$ cat config.mk
export PLATFORM = sky130hd
export DESIGN_NAME = floating_divider
export DESIGN_NICKNAME = d
export VERILOG_FILES = /design/src/rtl/floating_divider.sv
export SDC_FILE = /design/constraint.sdc
export NUM_CORES = 1
export LEC_CHECK = 0
export BUFFER_PORTS_ARGS = -buffer_cell sky130_fd_sc_hd__buf_2
export CAP_MARGIN = 30
export CORE_AREA = 8 8 139 141
export DETAILED_ROUTE_END_ITERATION = 8
export DIE_AREA = 0 0 147 149
export PLACE_DENSITY = 0.91
export SYNTH_ARGS = -nofsm -noshare
export SYNTH_HDL_FRONTEND = slang
export SYNTH_SLANG_ARGS = --single-unit
$ cat constraint.sdc
create_clock -name clk -period 12.35 [get_ports clk]
set_input_delay 1.235 -clock clk [delete_from_list [all_inputs] [get_ports clk]]
set_output_delay 1.235 -clock clk [all_outputs]
set_load 0.02 [all_outputs]
$ cat src/rtl/floating_divider.sv
// -----------------------------------------------------------------------------
// floating_divider
//
// Sequential IEEE-754 single-precision divider (a / b). A bit-serial restoring
// divider produces one quotient bit per clock. Denormal operands are flushed
// to zero, rounding is truncation, and out-of-range exponents saturate to
// infinity or flush to zero.
//
// Ports:
//   clk          system clock, rising-edge active
//   rst          asynchronous active-high reset
//   start        request pulse, sampled only while idle
//   a, b         dividend / divisor, {sign, exp[7:0], frac[22:0]}
//   busy         high from the accepting edge until the edge entering DONE
//   done         one-cycle completion pulse
//   result       packed quotient, held until overwritten by a later divide
//   div_by_zero  finite nonzero a divided by zero
//   invalid      0/0, inf/inf or a NaN operand
//   overflow     result saturated to infinity
//   underflow    result flushed to zero
// -----------------------------------------------------------------------------
module floating_divider #(
    parameter int QBITS = 25
) (
    input  logic        clk,
    input  logic        rst,
    input  logic        start,
    input  logic [31:0] a,
    input  logic [31:0] b,
    output logic        busy,
    output logic        done,
    output logic [31:0] result,
    output logic        div_by_zero,
    output logic        invalid,
    output logic        overflow,
    output logic        underflow
);

    typedef enum logic [2:0] {
        IDLE,
        UNPACK,
        DIVIDE,
        NORM,
        DONE
    } state_t;

    localparam logic [31:0] QNAN      = 32'h7FC0_0000;
    localparam logic [4:0]  LAST_STEP = 5'(QBITS - 1);

    state_t             state;
    logic [31:0]        op_a;
    logic [31:0]        op_b;
    logic               sign;
    logic signed [9:0]  exp_tmp;
    logic [23:0]        mb;
    logic [24:0]        rem;
    logic [QBITS-1:0]   q;
    logic [4:0]         count;

    // Operand classification, decoded from the latched operands.
    logic [7:0] ea, eb;
    logic       a_zero, b_zero, a_inf, b_inf, a_nan, b_nan, q_sign;

    assign ea     = op_a[30:23];
    assign eb     = op_b[30:23];
    assign a_zero = (ea == 8'd0);
    assign b_zero = (eb == 8'd0);
    assign a_inf  = (ea == 8'hFF) && (op_a[22:0] == 23'd0);
    assign b_inf  = (eb == 8'hFF) && (op_b[22:0] == 23'd0);
    assign a_nan  = (ea == 8'hFF) && (op_a[22:0] != 23'd0);
    assign b_nan  = (eb == 8'hFF) && (op_b[22:0] != 23'd0);
    assign q_sign = op_a[31] ^ op_b[31];

    // One restoring step. After a subtraction rem < mb < 2^24, so dropping
    // bit 24 before the shift loses nothing.
    logic        rem_ge;
    logic [24:0] rem_sub;
    logic [24:0] rem_next;

    assign rem_ge   = (rem >= {1'b0, mb});
    assign rem_sub  = rem_ge ? (rem - {1'b0, mb}) : rem;
    assign rem_next = {rem_sub[23:0], 1'b0};

    // Normalisation: the quotient of two [1,2) mantissas lies in (0.5, 2),
    // so at most one position of left shift is needed.
    logic [23:0]       mant;
    logic signed [9:0] exp_norm;

    // NOTE: every signal assigned in always_comb gets a value on every path
    // (here via the if/else pair), otherwise synthesis infers a latch.
    always_comb begin
        if (q[QBITS-1]) begin
            mant     = q[QBITS-1:1];
            exp_norm = exp_tmp;
        end else begin
            mant     = q[QBITS-2:0];
            exp_norm = exp_tmp - 10'sd1;
        end
    end

    // NOTE: state registers use non-blocking assignments so every register
    // samples pre-edge values, independent of statement order.
    always_ff @(posedge clk or posedge rst) begin
        if (rst) begin
            state       <= IDLE;
            busy        <= 1'b0;
            done        <= 1'b0;
            result      <= 32'd0;
            div_by_zero <= 1'b0;
            invalid     <= 1'b0;
            overflow    <= 1'b0;
            underflow   <= 1'b0;
            op_a        <= 32'd0;
            op_b        <= 32'd0;
            sign        <= 1'b0;
            exp_tmp     <= 10'sd0;
            mb          <= 24'd0;
            rem         <= 25'd0;
            q           <= '0;
            count       <= 5'd0;
        end else begin
            case (state)
                IDLE: begin
                    done <= 1'b0;
                    if (start) begin
                        op_a        <= a;
                        op_b        <= b;
                        busy        <= 1'b1;
                        div_by_zero <= 1'b0;
                        invalid     <= 1'b0;
                        overflow    <= 1'b0;
                        underflow   <= 1'b0;
                        state       <= UNPACK;
                    end
                end

                UNPACK: begin
                    sign <= q_sign;
                    if (a_nan || b_nan || (a_zero && b_zero) || (a_inf && b_inf)) begin
                        result  <= QNAN;
                        invalid <= 1'b1;
                        busy    <= 1'b0;
                        done    <= 1'b1;
                        state   <= DONE;
                    end else if (a_inf) begin
                        result <= {q_sign, 8'hFF, 23'd0};
                        busy   <= 1'b0;
                        done   <= 1'b1;
                        state  <= DONE;
                    end else if (b_inf) begin
                        result <= {q_sign, 31'd0};
                        busy   <= 1'b0;
                        done   <= 1'b1;
                        state  <= DONE;
                    end else if (b_zero) begin
                        result      <= {q_sign, 8'hFF, 23'd0};
                        div_by_zero <= 1'b1;
                        busy        <= 1'b0;
                        done        <= 1'b1;
                        state       <= DONE;
                    end else if (a_zero) begin
                        result <= {q_sign, 31'd0};
                        busy   <= 1'b0;
                        done   <= 1'b1;
                        state  <= DONE;
                    end else begin
                        exp_tmp <= $signed({2'b00, ea}) - $signed({2'b00, eb}) + 10'sd127;
                        rem     <= {2'b01, op_a[22:0]};
                        mb      <= {1'b1, op_b[22:0]};
                        q       <= '0;
                        count   <= 5'd0;
                        state   <= DIVIDE;
                    end
                end

                DIVIDE: begin
                    // Quotient bits shift in at the LSB, so the first bit
                    // generated ends up in q[QBITS-1].
                    rem   <= rem_next;
                    q     <= {q[QBITS-2:0], rem_ge};
                    count <= count + 5'd1;
                    if (count == LAST_STEP) begin
                        state <= NORM;
                    end
                end

                NORM: begin
                    if (exp_norm >= 10'sd255) begin
                        result   <= {sign, 8'hFF, 23'd0};
                        overflow <= 1'b1;
                    end else if (exp_norm <= 10'sd0) begin
                        result    <= {sign, 31'd0};
                        underflow <= 1'b1;
                    end else begin
                        result <= {sign, exp_norm[7:0], mant[22:0]};
                    end
                    busy  <= 1'b0;
                    done  <= 1'b1;
                    state <= DONE;
                end

                DONE: begin
                    done  <= 1'b0;
                    state <= IDLE;
                end

                default: begin
                    state <= IDLE;
                end
            endcase
        end
    end

endmodule

==> results of run 1 <==
worst max-delay path, stage by stage (launching register included):
cell and delay [ns]:
dfrtp_1 0.42, ha_1 0.35, and2_1 0.21, a221oi_2 0.30, nand3_1 0.24, and3_1 0.29
o21ai_4 0.54, a211oi_1 0.17, a311o_1 0.37
synth_stat cells (all sizes together), types with 6 or more instances:
library cell,n,area [µm²]
nor2,54,213
o211ai,15,113
inv,47,176
nor4,15,115
ha,36,450
clkbuf,39,146
xnor2,25,219
a21boi,7,63.8
buf,22,148
nor2b,9,56.3
o21a,9,67.6
xor2,13,114
dfrtp,195,4880
a311o,6,60.1
nand3,13,65.1
a21oi,39,229
a211oi,9,67.6
a22oi,16,120
nand4,22,138
or3,6,37.5
o31ai,16,120
nand2,324,1220
nor3,31,171
and2,6,37.5
a22o,6,52.6
a21o,12,90.1
o21ai,114,586
mux2i,26,260
per-layer routing:
layer  wire, µm  vias to the layer above  GRT usage [%]
li1           -                     4308              -
met1      11700                     4368           31.4
met2      13000                      419           41.0
met3       1870                       89           5.10
met4       1060                        0           11.7
met5          0                        -              0
registers in the layout, indices dropped and copies added (netlist names):
signal	cells
q	25
underflow	1
mb	24
rem	25
result	32
invalid	1
exp_tmp	10
div_by_zero	1
overflow	1
op_b	32
count	5
busy	1
op_a	32
done	1
state	3
sign	1
area by class of cell:
class                           instances  area [µm²]  area share (%)
Multi-Input combinational cell        896        5290            44.7
Sequential cell                       195        4880            41.3
Timing Repair Buffer                  113         608            5.15
Clock buffer                           19         453            3.83
Tap cell                              225         282            2.38
Inverter                               47         184            1.56
Clock inverter                         13         123            1.04
metrics by stage:
step / area, µm² / hold slack (ns) / power, µW
floorplan: 10600 / 0.418 / 2570
global placement: 11200 / 0.436 / 2960
detailed placement: 11200 / 0.464 / 3030
CTS: 11800 / 0.481 / 3600
global route: 11800 / 0.503 / 3890
finish: 11800 / 0.471 / 3640
how the worst max path moves through the flow:
| stage | from | to | slack (ns) | cells after the start |
|---|---|---|---|---|
| finish | rem[4]$_DFFE_PP0P_ | rem[4]$_DFFE_PP0P_ | 9.34 | 8 |
| detailed placement | rem[12]$_DFFE_PP0P_ | rem[4]$_DFFE_PP0P_ | 9.44 | 8 |
| floorplan | rst | busy$_DFFE_PP0P_ | 5.80 | 1 |
| global route | exp_tmp[0]$_DFFE_PP0P_ | result[20]$_DFFE_PP0P_ | 9.12 | 8 |
| CTS | exp_tmp[0]$_DFFE_PP0P_ | result[22]$_DFFE_PP0P_ | 9.39 | 8 |
| global placement | rst | mb[22]$_DFFE_PP0P_ | 9.48 | 3 |
logic make-up (layout without fill, tap and decap cells):
group | after synthesis | after routing | share of synthesized area (%)
xor+xnor | 38 | 38 | 3.13
simple gates | 510 | 510 | 21.5
mux | 27 | 27 | 2.55
flops | 195 | 195 | 45.9
compound gates | 283 | 283 | 17.8
buf+inv | 108 | 192 | 4.43
fa+ha+maj | 38 | 38 | 4.61
where the power goes:
part	leakage (µW)	switching, µW	internal (µW)	total [µW]
clock network	0.000278	256	292	548
registers	0.00250	215	878	1090
logic	0.00266	1250	747	2000
==> summary.txt, run 1 <==
Routing
  – Via-per-instance ratio: 6.09
  – Wire length per cell after detailed routing: 18.3 µm
  – Post-route ant nets: 0
  – Via count: about 9k
  – DR DRC count: 0
  – WL final: approximately 28 mm
  – Iter 0 DRT Violations: 888
  – Drt pass-1 iters: 5

Floorplan
  – Chip height: ~150 µm
  – Starting density of the core: 62.3%
  – # rows: 48
  – Die width: ~150 µm
  – Core area: 17100 µm²
  – I/O pin cnt: 105
  – Die ar.: 21900 µm²

Clocking
  – CTS resizes: 0
  – CTS clk-pin slew, worst paths: ~0.070 ns
  – H-tree depth: 4
  – Root Driver: clkbuf_16
  – Post-CTS Setup Repair Bufs: 0
  – TritonCTS clock tree: done
  – Clk sinks: between 150 and 200
  – TritonCTS buffer count: 17
  – CTS Hold Bufs: 0
  – Clock Latency Late Sink: 0.45 ns
  – Clk buf depth: 2

Worst setup path
  – Setup CP Type: reg -> reg
  – FF-to-FF path depth: 8
  – Reg-to-Reg End: rem[4]$_DFFE_PP0P_
  – Crit path required time: between 10 and 15 ns
  – Worst R2R Start: rem[4]$_DFFE_PP0P_
  – Crit Path Max Fanout: 23
  – CP arrival: 3.33 ns
  – CP endpoint kind: flop
  – Flop-to-flop setup slack: 9.34 ns
  – Crit start category: flop

Logic synthesis
  – Netlist cell types: 77
  – Synthesis warning total: 0
  – Synth Cell Area: 10600 µm²
  – Dominant synthesized flop cell: dfrtp_1
  – Syn avg cell area: 8.87 µm²
  – Number of synthesized register bits: slightly below 200
  – Register area share after synthesis: 45.9%
  – Mapped Nets: 1304
  – Async set-reset flop share out of synthesis: 100%
  – Post-Synthesis Cells: 1199
  – Post-synth EDFFs: 0

Global route
  – First-pass GRT wire length: 44.6 mm
  – GR Util All Layers: 25.0%
  – Largest net degree at the start of global routing: 134
  – GRT overflow: 0
  – Number of antenna violations at the first check in global routing: 0
  – Vias in the first global route: roughly 8.9k

STA
  – Worst Skew: approximately 0.010 ns
  – Final count of hold timing violations: 0
  – Max_slew headroom: 39.1%
  – Final setup TNS: 0 ns
  – Max-slew violation count: 0
  – Part of the cycle the worst path needs: 24.4%
  – Setup violations, final: 0
  – Final setup margin: 9.34 ns
  – F_max: 332 MHz
  – Slew @ Worst Pin: 0.890 ns
  – Unrepaired setup endpoints after global routing: false
  – Fin crit period: 3.01 ns

Final layout
  – Finished Core Util: just under 70%
  – Final cell count without fillers: about 1.5k
  – Nets: 1375
  – Antenna Cells: 0
  – FILL cells: around 1.3k
  – P&R area growth vs syn: 11.1%
  – Commonest cells after routing, fill and taps aside: nand2_1 (323), dfrtp_1 (195), buf_2 (104)
  – Share of layout cells above drive strength 1: between 10% and 20%
  – Most common cell after layout, fill and taps aside: nand2_1

Placed design
  – DP Cell Count: 1476
  – GP Congestion: about 0.94
  – Setup WS pre-CTS: 9.44 ns
  – IO buf count: ~100
  – Hpwl dp: ~19 mm

Run status
  – Run status: completed

Power
  – Lkg Pwr: 0.00544 µW
  – Pwr per Cell Area: 308 nW/µm²
  – Max rail drop VDD: 0.161 mV

Run
  – Number of max-cap violations: 0

Min path
  – Hold endpoint: mb[23]$_DFFE_PP0P_
  – HP Start: mb[23]$_DFFE_PP0P_
  – Min-Delay Path Class: reg -> reg
  – Hold path depth: 2
Note: power is estimated with default switching activity, not from simulation.
==> run 2: changes to the inputs <==
CORE_AREA = 8 8 143 145   (was 8 8 139 141)
DIE_AREA = 0 0 151 153   (was 0 0 147 149)
PLACE_DENSITY = 0.86   (was 0.91)
clock period = 3.1 ns   (was 12.35 ns; I/O delays follow)
==> run 2 against run 1 <==
Compared with the run above: utilization decreased by 3.3 points; combinational power increased to 4.1 times the previous value; first-iteration DRC count decreased by 2.0%; largest cell class unchanged; die area increased by 5.5%.
==> summary.txt, run 2 (same netlist as run 1, synthesis figures left out) <==
Placed design
  – Hpwl dp: 19.9 mm (was 19.1 mm)
  – GP Congestion: 0.970 (was 0.944)
  – IO buf count: 104 (unchanged)

Global route
  – GR Util All Layers: 24.8% (was 25.0%)
  – Largest net degree at the start of global routing: 104 (was 134)
  – GRT overflow: 0 (unchanged)
  – Number of antenna violations at the first check in global routing: 0 (unchanged)
  – First-pass GRT wire length: 46.3 mm (was 44.6 mm)
  – Vias in the first global route: 9270 (was 8930)

STA
  – Slew @ Worst Pin: 0.891 ns (was 0.890 ns)
  – Final setup TNS: 0 ns (unchanged)
  – Max_slew headroom: 40.5% (was 39.1%)
  – Max-slew violation count: 0 (unchanged)
  – F_max: 337 MHz (was 332 MHz)
  – Final count of hold timing violations: 0 (unchanged)
  – Part of the cycle the worst path needs: 95.7% (was 24.4%)
  – Fin crit period: 2.97 ns (was 3.01 ns)
  – Setup violations, final: 0 (unchanged)
  – Worst Skew: 0.00944 ns (was 0.0104 ns)
  – Hold_ws: 0.0160 ns (was 0.471 ns)
  – Unrepaired setup endpoints after global routing: false (unchanged)

Worst setup path
  – CP arrival: 3.29 ns (was 3.33 ns)
  – Setup CP Type: reg -> reg (unchanged)
  – Crit Path Max Fanout: 11 (was 23)
  – Crit path required time: 3.42 ns (was 12.67 ns)
  – Crit-path cells: ha_1 -> and2_1 -> a221oi_2 -> nand3_1 -> and3_1 -> o21ai_4 -> buf_4 -> a211oi_1 -> a311o_1 (was ha_1 -> and2_1 -> a221oi_2 -> nand3_1 -> and3_1 -> o21ai_4 -> a211oi_1 -> a311o_1)
  – Crit start category: flop (unchanged)
  – CP endpoint kind: flop (unchanged)
  – Crit-path max cell delay: 0.42 ns (was 0.54 ns)
  – Crit-path slowest cell: dfrtp_1 (was o21ai_4)

Final layout
  – Share of layout cells above drive strength 1: 15.4% (was 14.3%)
  – Nets: 1392 (was 1375)
  – Commonest cells after routing, fill and taps aside: nand2_1 (323), dfrtp_1 (195), buf_2 (104) (unchanged)
  – P&R area growth vs syn: 13.4% (was 11.1%)
  – Most common cell after layout, fill and taps aside: nand2_1 (unchanged)
  – Top Registers: op_a (32), op_b (32), result (32) (unchanged)
  – Antenna Cells: 0 (unchanged)

Clocking
  – CTS resizes: 0 (unchanged)
  – Clock Latency Late Sink: 0.44 ns (was 0.45 ns)
  – CTS Hold Bufs: 0 (unchanged)
  – TritonCTS clock tree: done (unchanged)
  – Root Driver: clkbuf_16 (unchanged)
  – Post-CTS Setup Repair Bufs: 0 (unchanged)
  – Clk buf depth: 2 (unchanged)
  – Clk sinks: 195 (unchanged)
  – CTS clk-pin slew, worst paths: 0.07 ns (about the same)
  – TritonCTS buffer count: 17 (unchanged)
  – H-tree depth: 4 (unchanged)

Routing
  – Via-per-instance ratio: 6.02 (was 6.09)
  – Post-route ant nets: 0 (unchanged)
  – Wire length per cell after detailed routing: 18.3 µm (about the same)
  – DR DRC count: 0 (unchanged)
  – Via count: 9240 (was 9184)
  – WL final: 28.1 mm (was 27.6 mm)
  – Drt pass-1 iters: 6 (was 5)
  – Iter 0 DRT Violations: 870 (was 888)

Floorplan
  – I/O pin cnt: 105 (unchanged)
  – Starting density of the core: 58.2% (was 62.3%)
  – # rows: 50 (was 48)
  – Core area: 18300 µm² (was 17100 µm²)
  – Die ar.: 23100 µm² (was 21900 µm²)
  – Chip height: 153 µm (was 149 µm)
  – Die width: 151 µm (was 147 µm)

Min path
  – Min-Delay Path Class: in -> async (was reg -> reg)

Run status
  – Run status: completed (unchanged)

Power
  – Pwr per Cell Area: 1240 nW/µm² (was 308 nW/µm²)
  – Max rail drop VDD: 0.626 mV (was 0.161 mV)
  – Lkg Pwr: 0.00556 µW (was 0.00544 µW)

Run
  – Number of max-cap violations: 0 (unchanged)
run 2: cell types whose count changed in the layout (fill, tap and decap cells not counted), moves of 2 or more:
cell	delta
bufinv_16	+3
buf_4	+16
clkinv_2	-3
clkinv_8	+2
buf_12	+2
run 2: where the power goes:
part	total, µW	switching (µW)	internal [µW]
clock network	2450	1050	1410
registers	4350	854	3490
logic	8180	5090	3090
run 2: worst paths after layout:
check                                   startpoint                     end  slack [ns]  depth (start not counted)
worst max-delay path            rem[4]$_DFFE_PP0P_     rem[10]$_DFFE_PP0P_        0.13                          9
worst min-delay path                           rst  result[30]$_DFFE_PP0P_        0.02                          3
max in group asynchronous                      rst      mb[10]$_DFFE_PP0P_        2.62                          3
worst min register to register  mb[23]$_DFFE_PP0P_      mb[23]$_DFFE_PP0P_        0.47                          2
worst max register to register  rem[4]$_DFFE_PP0P_     rem[10]$_DFFE_PP0P_        0.13                          9
min in group clk                             b[15]    op_b[15]$_DFFE_PP0P_        0.05                          3
run 2: through the flow:
stage                     worst slack, ns  cells  cell area (µm²)  total power, µW  util [%]
after detailed placement            0.231   1502            11400            12300      62.4
after global placement              0.168   1501            11400            12100      62.3
after CTS                           0.202   1534            12100            14900      66.0
final                               0.134   1534            12100            15000      66.0
after global routing               0.0643   1534            12100            16000      66.0
after floorplan                     0.272   1199            10600            10200         -
run 2: area by class of cell:
class	count	area, µm²
multi-input combinational	896	5290
sequential	195	4880
clock inverter	13	215
inverter	47	180
timing repair buffer	130	753
clock buffer	19	443
tap	234	293
fill	1463	6220
run 2: critical path, delay by kind of cell (launching register included):
family,cells,cell delay [ns]
adder cells (fa/ha/maj),1,0.36
AO/OA/AOI/OAI,4,0.95
buffers and inverters,1,0.21
flip-flops,1,0.42
AND/OR/NAND/NOR,3,0.92
run 2: metal layers:
metal	global-route usage (%)	part of all wire (%)	up-vias
li1	-	-	4341
met1	32.7	43	4440
met2	39.2	48	390
met3	5.23	6.6	69
met4	9.48	2.8	0
met5	0	0	-
